`src/rtl/alu_pkg.sv`:
```
// Shared encodings for the ALU sequencer: opcodes, ARM condition codes, ALU controls, FSM states.
package alu_pkg;

    typedef enum logic [1:0] {
        OP_ADD = 2'b00,
        OP_SUB = 2'b01,
        OP_CMP = 2'b10,
        OP_NOP = 2'b11
    } op_e;

    typedef enum logic [3:0] {
        CC_EQ = 4'b0000, CC_NE = 4'b0001, CC_CS = 4'b0010, CC_CC = 4'b0011,
        CC_MI = 4'b0100, CC_PL = 4'b0101, CC_VS = 4'b0110, CC_VC = 4'b0111,
        CC_HI = 4'b1000, CC_LS = 4'b1001, CC_GE = 4'b1010, CC_LT = 4'b1011,
        CC_GT = 4'b1100, CC_LE = 4'b1101, CC_AL = 4'b1110, CC_NV = 4'b1111
    } cond_e;

    localparam logic [5:0] CTRL_IDLE = 6'b000000;
    localparam logic [5:0] CTRL_ADD  = 6'b000001;
    localparam logic [5:0] CTRL_SUB  = 6'b000010;

    typedef enum logic [1:0] {
        ST_IDLE = 2'b00,
        ST_EXEC = 2'b01,
        ST_RESP = 2'b10
    } state_e;

endpackage

```
`src/rtl/cond_eval.sv`:
```
// ARM condition-code evaluation against {N,Z,C,V}; purely combinational, no handshake.
module cond_eval
    import alu_pkg::*;
(
    input  logic [3:0] cond,
    input  logic [3:0] flags,
    output logic       pass
);

    logic n_f, z_f, c_f, v_f;

    always_comb begin
        {n_f, z_f, c_f, v_f} = flags;
        pass = 1'b0;
        case (cond_e'(cond))
            CC_EQ: pass = z_f;
            CC_NE: pass = !z_f;
            CC_CS: pass = c_f;
            CC_CC: pass = !c_f;
            CC_MI: pass = n_f;
            CC_PL: pass = !n_f;
            CC_VS: pass = v_f;
            CC_VC: pass = !v_f;
            CC_HI: pass = c_f && !z_f;
            CC_LS: pass = !c_f || z_f;
            CC_GE: pass = (n_f == v_f);
            CC_LT: pass = (n_f != v_f);
            CC_GT: pass = !z_f && (n_f == v_f);
            CC_LE: pass = z_f || (n_f != v_f);
            CC_AL: pass = 1'b1;
            default: pass = 1'b0;
        endcase
    end

endmodule

```
`src/rtl/alu_sequencer.sv`:
```
// Issues one conditional ADD/SUB/CMP/NOP to an external ALU; out_valid 2 cycles after accept.
// One op in flight; in_ready low until the response is taken with out_ready.
module alu_sequencer
    import alu_pkg::*;
#(
    parameter int n = 32
) (
    input  logic         clk,
    input  logic         rst,
    input  logic         in_valid,
    output logic         in_ready,
    input  logic [1:0]   in_op,
    input  logic [3:0]   in_cond,
    input  logic         in_setflags,
    input  logic [n-1:0] in_a,
    input  logic [n-1:0] in_b,
    output logic [5:0]   alu_control,
    output logic [n-1:0] alu_a,
    output logic [n-1:0] alu_b,
    input  logic [n-1:0] alu_result,
    input  logic         alu_n,
    input  logic         alu_z,
    input  logic         alu_c,
    input  logic         alu_v,
    output logic         out_valid,
    input  logic         out_ready,
    output logic [n-1:0] out_result,
    output logic         out_exec,
    output logic [3:0]   flags
);

    state_e       state_q, state_d;
    op_e          op_q, op_d;
    logic [3:0]   cond_q, cond_d;
    logic         setflags_q, setflags_d;
    logic [n-1:0] a_q, a_d, b_q, b_d;
    logic [n-1:0] result_q, result_d;
    logic         exec_q, exec_d;
    logic [3:0]   flags_q, flags_d;
    logic         cond_pass;
    logic         do_op;

    cond_eval u_cond_eval (
        .cond  (cond_q),
        .flags (flags_q),
        .pass  (cond_pass)
    );

    always_comb begin
        state_d     = state_q;
        op_d        = op_q;
        cond_d      = cond_q;
        setflags_d  = setflags_q;
        a_d         = a_q;
        b_d         = b_q;
        result_d    = result_q;
        exec_d      = exec_q;
        flags_d     = flags_q;
        in_ready    = 1'b0;
        out_valid   = 1'b0;
        alu_control = CTRL_IDLE;
        do_op       = cond_pass && (op_q != OP_NOP);

        case (state_q)
            ST_IDLE: begin
                in_ready = 1'b1;
                if (in_valid) begin
                    op_d       = op_e'(in_op);
                    cond_d     = in_cond;
                    setflags_d = in_setflags;
                    a_d        = in_a;
                    b_d        = in_b;
                    state_d    = ST_EXEC;
                end
            end
            ST_EXEC: begin
                // Condition sees flags_q, so a flag write here only affects the next op.
                if (do_op) begin
                    alu_control = (op_q == OP_ADD) ? CTRL_ADD : CTRL_SUB;
                    result_d    = (op_q == OP_CMP) ? '0 : alu_result;
                    exec_d      = 1'b1;
                    if (setflags_q || (op_q == OP_CMP)) begin
                        flags_d = {alu_n, alu_z, alu_c, alu_v};
                    end
                end else begin
                    result_d = '0;
                    exec_d   = 1'b0;
                end
                state_d = ST_RESP;
            end
            ST_RESP: begin
                out_valid = 1'b1;
                if (out_ready) begin
                    state_d = ST_IDLE;
                end
            end
            default: state_d = ST_IDLE;
        endcase
    end

    always_ff @(posedge clk or posedge rst) begin
        if (rst) begin
            state_q    <= ST_IDLE;
            op_q       <= OP_NOP;
            cond_q     <= 4'b0000;
            setflags_q <= 1'b0;
            a_q        <= '0;
            b_q        <= '0;
            result_q   <= '0;
            exec_q     <= 1'b0;
            flags_q    <= 4'b0000;
        end else begin
            state_q    <= state_d;
            op_q       <= op_d;
            cond_q     <= cond_d;
            setflags_q <= setflags_d;
            a_q        <= a_d;
            b_q        <= b_d;
            result_q   <= result_d;
            exec_q     <= exec_d;
            flags_q    <= flags_d;
        end
    end

    assign alu_a      = a_q;
    assign alu_b      = b_q;
    assign out_result = result_q;
    assign out_exec   = exec_q;
    assign flags      = flags_q;

endmodule

```
`config.mk`:
```
export PLATFORM = sky130hd
export DESIGN_NAME = alu_sequencer
export DESIGN_NICKNAME = d
export VERILOG_FILES = /design/src/rtl/alu_pkg.sv /design/src/rtl/cond_eval.sv /design/src/rtl/alu_sequencer.sv
export SDC_FILE = /design/constraint.sdc
export NUM_CORES = 1
export LEC_CHECK = 0
export CAP_MARGIN = 20
export CORE_ASPECT_RATIO = 0.5
export CORE_MARGIN = 8
export CORE_UTILIZATION = 43
export DETAILED_ROUTE_END_ITERATION = 10
export PLACE_DENSITY = 0.92
export SYNTH_ARGS = -nofsm -noshare
export SYNTH_HDL_FRONTEND = slang
export SYNTH_SLANG_ARGS = --single-unit
```
`constraint.sdc`:
```
create_clock -name clk -period 7.7 [get_ports clk]
set_input_delay 1.54 -clock clk [delete_from_list [all_inputs] [get_ports clk]]
set_output_delay 1.54 -clock clk [all_outputs]
set_load 0.05 [all_outputs]
```
==> results of run 1 <==
## kinds of logic (layout without fill, tap and decap cells)
logic type      Yosys count  count (layout)  share of synthesized area (%)
flops                   110             110                          63.29
mux                      75              75                          19.34
compound gates           45              45                          10.26
buf+inv                  25             239                          3.133
simple gates             21              21                          2.874
xor+xnor                  5               5                          1.006
other cells               1               4                        0.08615
## power by group through the flow
| stage | clock [mW] | combinational (mW) | sequential [mW] |
|---|---|---|---|
| floorplan | 0 | 0.556 | 1.99 |
| detailed placement | 0 | 2.23 | 1.07 |
| CTS | 0.463 | 2.25 | 1.07 |
| finish | 0.449 | 2.23 | 1.07 |
| global route | 0.485 | 2.30 | 1.11 |
| global placement | 0 | 2.20 | 1.05 |
## synthesized netlist by cell type, types with 2 or more instances
cell type	n	area share, %
a22o_2	24	5.5
nand2b_1	3	0.43
nor2_1	2	0.17
dfrtp_1	108	62
nand2_1	4	0.34
a22o_1	9	1.8
buf_4	5	0.86
inv_1	4	0.34
nor4b_1	2	0.40
dfstp_2	2	1.2
mux2i_1	2	0.46
and2_1	2	0.29
nor3_1	2	0.23
o21ai_0	3	0.34
clkbuf_1	12	1.0
mux2_2	73	19
and3_1	2	0.29
buf_6	3	0.78
xor2_1	4	0.80
## flip-flops by register name, indices dropped and copies added (netlist names)
register	count
alu_a	32
cond_q	4
out_exec	1
flags	4
state_q	2
alu_b	32
out_result	32
setflags_q	1
op_q	2
## placed cells by master (no fill, tap or decap), types with 2 or more instances in the layout
master / Yosys / final
dfstp_2: 2 / 2
clkinv_4: 0 / 2
nor2_1: 2 / 2
dfrtp_1: 108 / 108
clkbuf_16: 0 / 9
nand2b_1: 3 / 3
inv_6: 0 / 4
mux2_2: 73 / 73
inv_1: 4 / 3
clkdlybuf4s50_1: 0 / 215
a22o_1: 9 / 9
xor2_1: 4 / 4
and3_1: 2 / 2
nand2_1: 4 / 4
mux2i_1: 2 / 2
conb_1: 1 / 4
nor3_1: 2 / 2
a22o_2: 24 / 24
o21ai_0: 3 / 3
nor4b_1: 2 / 2
buf_4: 5 / 4
## metal layers
| layer | wire length [um] | GRT usage, % | share of wire (%) |
|---|---|---|---|
| met4 | 428 | 7.307 | 3.4 |
| met2 | 7365 | 36.91 | 58 |
| met3 | 507 | 3.762 | 4.0 |
| met5 | 0 | 0 | 0 |
| met1 | 4415 | 17.57 | 35 |
## path summary, 6_finish.rpt
kind                                 from             end  slack, ps  cells past startpoint
worst min register to register  alu_b[14]       alu_b[14]        510                      1
worst max register to register  cond_q[3]        flags[3]       5350                      5
min in group asynchronous             rst  out_result[24]       1640                      2
worst min-delay path            alu_b[14]       alu_b[14]        510                      1
max in group asynchronous             rst       alu_a[31]       4900                      3
worst max-delay path            cond_q[3]  alu_control[0]       2870                      7
## layout make-up
cell class	instances	area share, %
tap	140	2.541
timing repair buffer	219	31.66
inverter	4	0.2541
clock buffer	9	3.267
clock inverter	7	0.9258
multi-input combinational	150	21.38
sequential	110	39.97
## through the flow
stage               total power [mW]  std cells  instance area (um^2)
floorplan                      2.541        285                  4364
detailed placement             3.302        623                  6604
global route                   3.892        639                  6893
global placement               3.251        623                  6604
finish                         3.741        639                  6893
CTS                            3.776        639                  6893
## worst register-to-register path, stage by stage, from the launching register on
cell and delay [ps]:
dfrtp_1 520, and2_1 260, nor4b_1 370, o311ai_2 230, a31oi_1 460, mux2_2 400
==> impl_summary.txt, run 1 <==
----------------------------------------------------
[Floorplanning]
  I/O pin total ... between 200 and 250
  Placeable core region ... 10,020 um^2
  Effective utilization at floorplan ... a little over two fifths
  Die area ... 13,790 um^2
  Die Ht ... ~87 um
  Die Wd ... 158.3 um
  Site row count ... 26

[Yosys]
  Number of flops mapped to enable cells by yosys ... 0
  Count of mapped cells out of synthesis ... 282
  Avg Cell Area, Syn ... 15.44 um^2
  Post-Syn Area ... ~4400 um^2
  Count of yosys warnings during synthesis ... 0
  Share of flip-flops with an asynchronous set or reset ... between 90% and 100%
  Number of library cell types mapped by synthesis ... 35
  Primary flip-flop cell chosen by synthesis mapping ... dfrtp_1
  Proportion of synthesized chip area in sequential cells ... 63.29%
  Number of register bits inferred by synthesis ... 110

[Clocking]
  Hold-fix buffer count after cts ... 0
  CTS Root Buffer Type ... clkbuf_16
  Post-CTS clock slew at the launch and capture registers of the worst setup and hold paths ... 70 ps
  TritonCTS Buffers ... 9
  TritonCTS sink count ... 110
  Clock Tree Buf Depth ... 2
  H-tree lvl count ... 3
  Count of buffers added by post-CTS timing repair for setup ... 0
  Clock tree from TritonCTS ... built
  Insertion delay of the later-clocked pin in the worst-skew pair ... 340 ps
  Quantity of gates resized following cts ... 0

[Cells and area]
  Fin nets ... just over 600
  Number of antenna repair diodes ... 0
  Number of inserted filler cells in the final layout ... 716
  Sequential cell area ... about 2800 um^2
  Final core utilization ... 68.79%
  Area added between synthesis and finish ... 58.35%
  Total area of multi-input combinational cells ... 1474 um^2
  Fraction of final layout cells with drive strength greater than 1 ... 25.05%

[GRT]
  Combined global-route utilization of all metal layers ... 18.17%
  Via count of the first global-routing pass ... 3,527
  Number of antenna violations at the first check in global routing ... 0
  First-pass GRT wire length ... about 19,000 um
  Largest net degree at the start of global routing ... between 60 and 70
  Total congestion overflow after global routing ... 0

[Critical path]
  Top delay family on crit path ... buffers and inverters
  Classification of the worst setup path ... flop to primary output
  Max Fanout on Critical Path ... 33
  Buf/Inv on CP ... 2
  Capturing element type of the critical path ... primary output
  Arrival @ worst endpoint ... 3290 ps
  Critical-path cell with the highest stage delay ... clkdlybuf4s50_1
  Largest stage delay, worst path ... 800 ps
  Startpoint Class ... flop
  Cell-by-cell trace of the critical path ... and2_1, nor4b_1, o311ai_2, a311oi_4, buf_4, and2b_1, clkdlybuf4s50_1
  Required time worst endpoint ... ~6200 ps

[Detailed routing]
  Post-detailed-route DRC marker count ... 0
  Post-detailed-route count of antenna-violating nets ... 0
  Total number of vias ... approximately 3,100
  Total routed wirelength ... 12,720 um
  Via density per instance ... 4.928
  Initial DRC Count ... 160
  Average routed wire per standard cell ... approximately 20 um
  DRT Pass-1 Iters ... 4

[Hold path]
  Worst hold path class ... flop to flop

[Flow run]
  Max_cap viols ... 0

[Placement]
  DP Worst Slack ... 3279 ps
  Final estimated routing congestion in global placement ... about 0.74
  Count of input and output buffers ... 215
  Placed wire-length estimate ... 9416 um

[Timing]
  Worst setup margin ... 2866 ps
  Final worst clock skew ... 9.266 ps
  Max-slew headroom ... 43.68%
  RSZ-0062 raised after global routing ... false
  Worst slack on hold paths ... 505.8 ps
  Setup TNS Final ... 0 ps
  Maximum clock frequency ... 206.9 MHz
  Least-Margin Pin Slew ... about 840 ps
  Period Utilization, post-route ... 62.78%
  Final setup viols ... 0
  Slew Viols, Final ... 0
  Number of hold violations in the final report ... 0
  Minimum period implied by the final worst setup slack ... a little under 5000 ps

[Power and ir drop]
  VDD IR max ... 0.1960 mV
  Power Density ... 542.8 nW/um^2
  Combinational Power Share ... 59.5%
  Leakage Power ... 2.883 nW
  Switching power share of the total ... 48.31%
  Internal ... 1.934 mW
  Sequential cell fraction of total power ... between 20 and 30%
  Net Sw Power ... 1.807 mW
  Relative contribution of the clock network to total power ... 12.0%

[Run status]
  Outcome ... complete, no violations

----------------------------------------------------
(Power assumes the default switching activity.)
==> run 2: changes to the inputs <==
--- a/config.mk
+++ b/config.mk
@@ -8,9 +8,9 @@
 export CAP_MARGIN = 20
 export CORE_ASPECT_RATIO = 0.5
 export CORE_MARGIN = 8
-export CORE_UTILIZATION = 43
+export CORE_UTILIZATION = 40
 export DETAILED_ROUTE_END_ITERATION = 10
-export PLACE_DENSITY = 0.92
+export PLACE_DENSITY = 0.87
 export SYNTH_ARGS = -nofsm -noshare
 export SYNTH_HDL_FRONTEND = slang
 export SYNTH_SLANG_ARGS = --single-unit
==> constraint.sdc (replaced) <==
create_clock -name clk -period 4.55 [get_ports clk]
set_input_delay 0.91 -clock clk [delete_from_list [all_inputs] [get_ports clk]]
set_output_delay 0.91 -clock clk [all_outputs]
set_load 0.05 [all_outputs]
==> run 2 against run 1 <==
Global-route usage is 0.93 points lower; critical path depth is 1 lower; sequential share of layout area is 0.42 points lower; via count is 0.48% higher; count of clock-buffer cells in the layout is 1 higher; critical endpoint is now alu_control[1]; largest cell class unchanged.
==> impl_summary.txt, run 2 (synthesis results as in run 1) <==
----------------------------------------------------
[Detailed routing]
  Post-detailed-route DRC marker count ... 0
  Total routed wirelength ... 12,620 um
  Via density per instance ... 4.898
  Post-detailed-route count of antenna-violating nets ... 0
  DRT Pass-1 Iters ... 4
  Average routed wire per standard cell ... a little under 20 um
  Total number of vias ... 3,164
  Initial DRC Count ... 125

[Timing]
  Number of hold violations in the final report ... 0
  Minimum period implied by the final worst setup slack ... 3667 ps
  Final setup viols ... 0
  Worst setup margin ... 883.3 ps
  Maximum clock frequency ... 272.7 MHz
  RSZ-0062 raised after global routing ... false
  Period Utilization, post-route ... 80.59%
  Final worst clock skew ... 9.064 ps
  Slew Viols, Final ... 0
  Least-Margin Pin Slew ... ~630 ps
  Setup TNS Final ... 0 ps
  Max-slew headroom ... between 50% and 60%

[Floorplanning]
  Effective utilization at floorplan ... between 40% and 50%
  Die Ht ... approximately 90 um
  I/O pin total ... 220
  Placeable core region ... 10,810 um^2
  Die area ... 14,680 um^2
  Die Wd ... ~160 um
  Site row count ... 27

[Critical path]
  Cell-by-cell trace of the critical path ... and2_1, nor4b_1, o311ai_2, nand3_1, and3_1, clkdlybuf4s50_1
  Buf/Inv on CP ... 1
  Terminus of the critical flop-to-flop path ... flags[3]
  Crit path launch ... cond_q[3]
  Critical path depth ... 6
  Worst Reg-to-Reg Cells ... 5
  Classification of the worst setup path ... flop to primary output
  Top delay family on crit path ... simple AND/OR/NAND/NOR gates
  Capturing element type of the critical path ... primary output
  Max Fanout on Critical Path ... 11
  Critical path capture point ... alu_control[1]
  Startpoint of the most critical register-to-register path ... cond_q[3]
  Arrival @ worst endpoint ... about 2800 ps
  Worst reg-to-reg setup slack ... around 2300 ps
  Largest stage delay, worst path ... 810 ps
  Startpoint Class ... flop
  Required time worst endpoint ... 3640 ps
  Critical-path cell with the highest stage delay ... clkdlybuf4s50_1

[GRT]
  Largest net degree at the start of global routing ... 51
  Total congestion overflow after global routing ... 0
  Via count of the first global-routing pass ... about 3,500
  Number of antenna violations at the first check in global routing ... 0
  Combined global-route utilization of all metal layers ... 17.24%
  First-pass GRT wire length ... just under 20,000 um

[Placement]
  DP Worst Slack ... 1238 ps
  Placed wire-length estimate ... 9817 um
  Number of placed instances, taps included ... 630
  Final estimated routing congestion in global placement ... 0.8291
  Placed Instance Area ... 6635 um^2
  Count of input and output buffers ... 215

[Clocking]
  H-tree lvl count ... 3
  Insertion delay of the later-clocked pin in the worst-skew pair ... 340 ps
  Hold-fix buffer count after cts ... 0
  Clock Tree Buf Depth ... 2
  TritonCTS Buffers ... 9
  CTS Root Buffer Type ... clkbuf_16
  Post-CTS clock slew at the launch and capture registers of the worst setup and hold paths ... 70 ps
  TritonCTS sink count ... 110
  Clock tree from TritonCTS ... built
  Quantity of gates resized following cts ... 0
  Count of buffers added by post-CTS timing repair for setup ... 0

[Hold path]
  Worst hold path class ... flop to flop
  Min-delay src ... alu_a[13]

[Cells and area]
  Final instance area ... 6967 um^2
  Fin nets ... 607
  Fraction of final layout cells with drive strength greater than 1 ... 25.55%
  Number of antenna repair diodes ... 0
  Most used cells in the layout excluding fill and tap cells ... 214 x clkdlybuf4s50_1, 108 x dfrtp_1, 73 x mux2_2, 24 x a22o_2
  Number of inserted filler cells in the final layout ... approximately 800
  Total area of multi-input combinational cells ... roughly 1500 um^2
  Area added between synthesis and finish ... 60.05%
  Most frequent standard cell in the layout excluding fill and tap cells ... clkdlybuf4s50_1
  Final cell count without fillers ... around 650
  Sequential cell area ... 2755 um^2

[Power and ir drop]
  Overall power consumption ... 6.412 mW
  Power Density ... about 920 nW/um^2
  Leakage Power ... approximately 2.9 nW
  VDD IR max ... 0.2981 mV

[Run status]
  Outcome ... complete, no violations

[Flow run]
  Max_cap viols ... 0

----------------------------------------------------
==> run 2: changes by cell type in the layout (fill, tap and decap cells not counted), sizes merged <==
cell / delta
bufinv: +2
clkinv: -1
clkinvlp: +2
clkbuf: +1
clkdlybuf4s50: -1
buf: +3
inv: -4
==> run 2: through the flow <==
step / utilization (%) / hold slack [ps]
after floorplan: - / 503.7
after global placement: 61.38 / 486.9
after detailed placement: 61.38 / 489.6
after CTS: 64.44 / 510.3
after global routing: 64.44 / 522.4
final: 64.44 / 505.3
==> run 2: worst min path at each step <==
stage | endpoint | slack (ps) | cells past startpoint
finish | alu_a[13] | 510 | 1
global route | out_result[6] | 520 | 1
CTS | alu_b[15] | 510 | 1
detailed placement | out_result[8] | 490 | 1
global placement | out_result[8] | 490 | 1
floorplan | setflags_q | 500 | 2
==> run 2: layout make-up <==
cell class	count	area share, %
Clock inverter	6	1.329
Sequential cell	110	39.55
Multi-Input combinational cell	150	21.16
Clock buffer	10	3.430
Tap cell	145	2.604
Timing Repair Buffer	221	31.68
Inverter	4	0.2514
==> run 2: metal layers <==
metal / part of all wire (%) / vias to the layer above / GRT usage (%)
li1: - / 1443 / -
met1: 35 / 1621 / 17.31
met2: 58 / 77 / 33.65
met3: 3.8 / 23 / 3.867
met4: 3.0 / 0 / 6.767
met5: 0 / - / 0
==> run 2: power breakdown <==
group | switching [mW] | internal, mW
registers | 0.323 | 1.48
clock network | 0.352 | 0.501
logic | 2.34 | 1.42
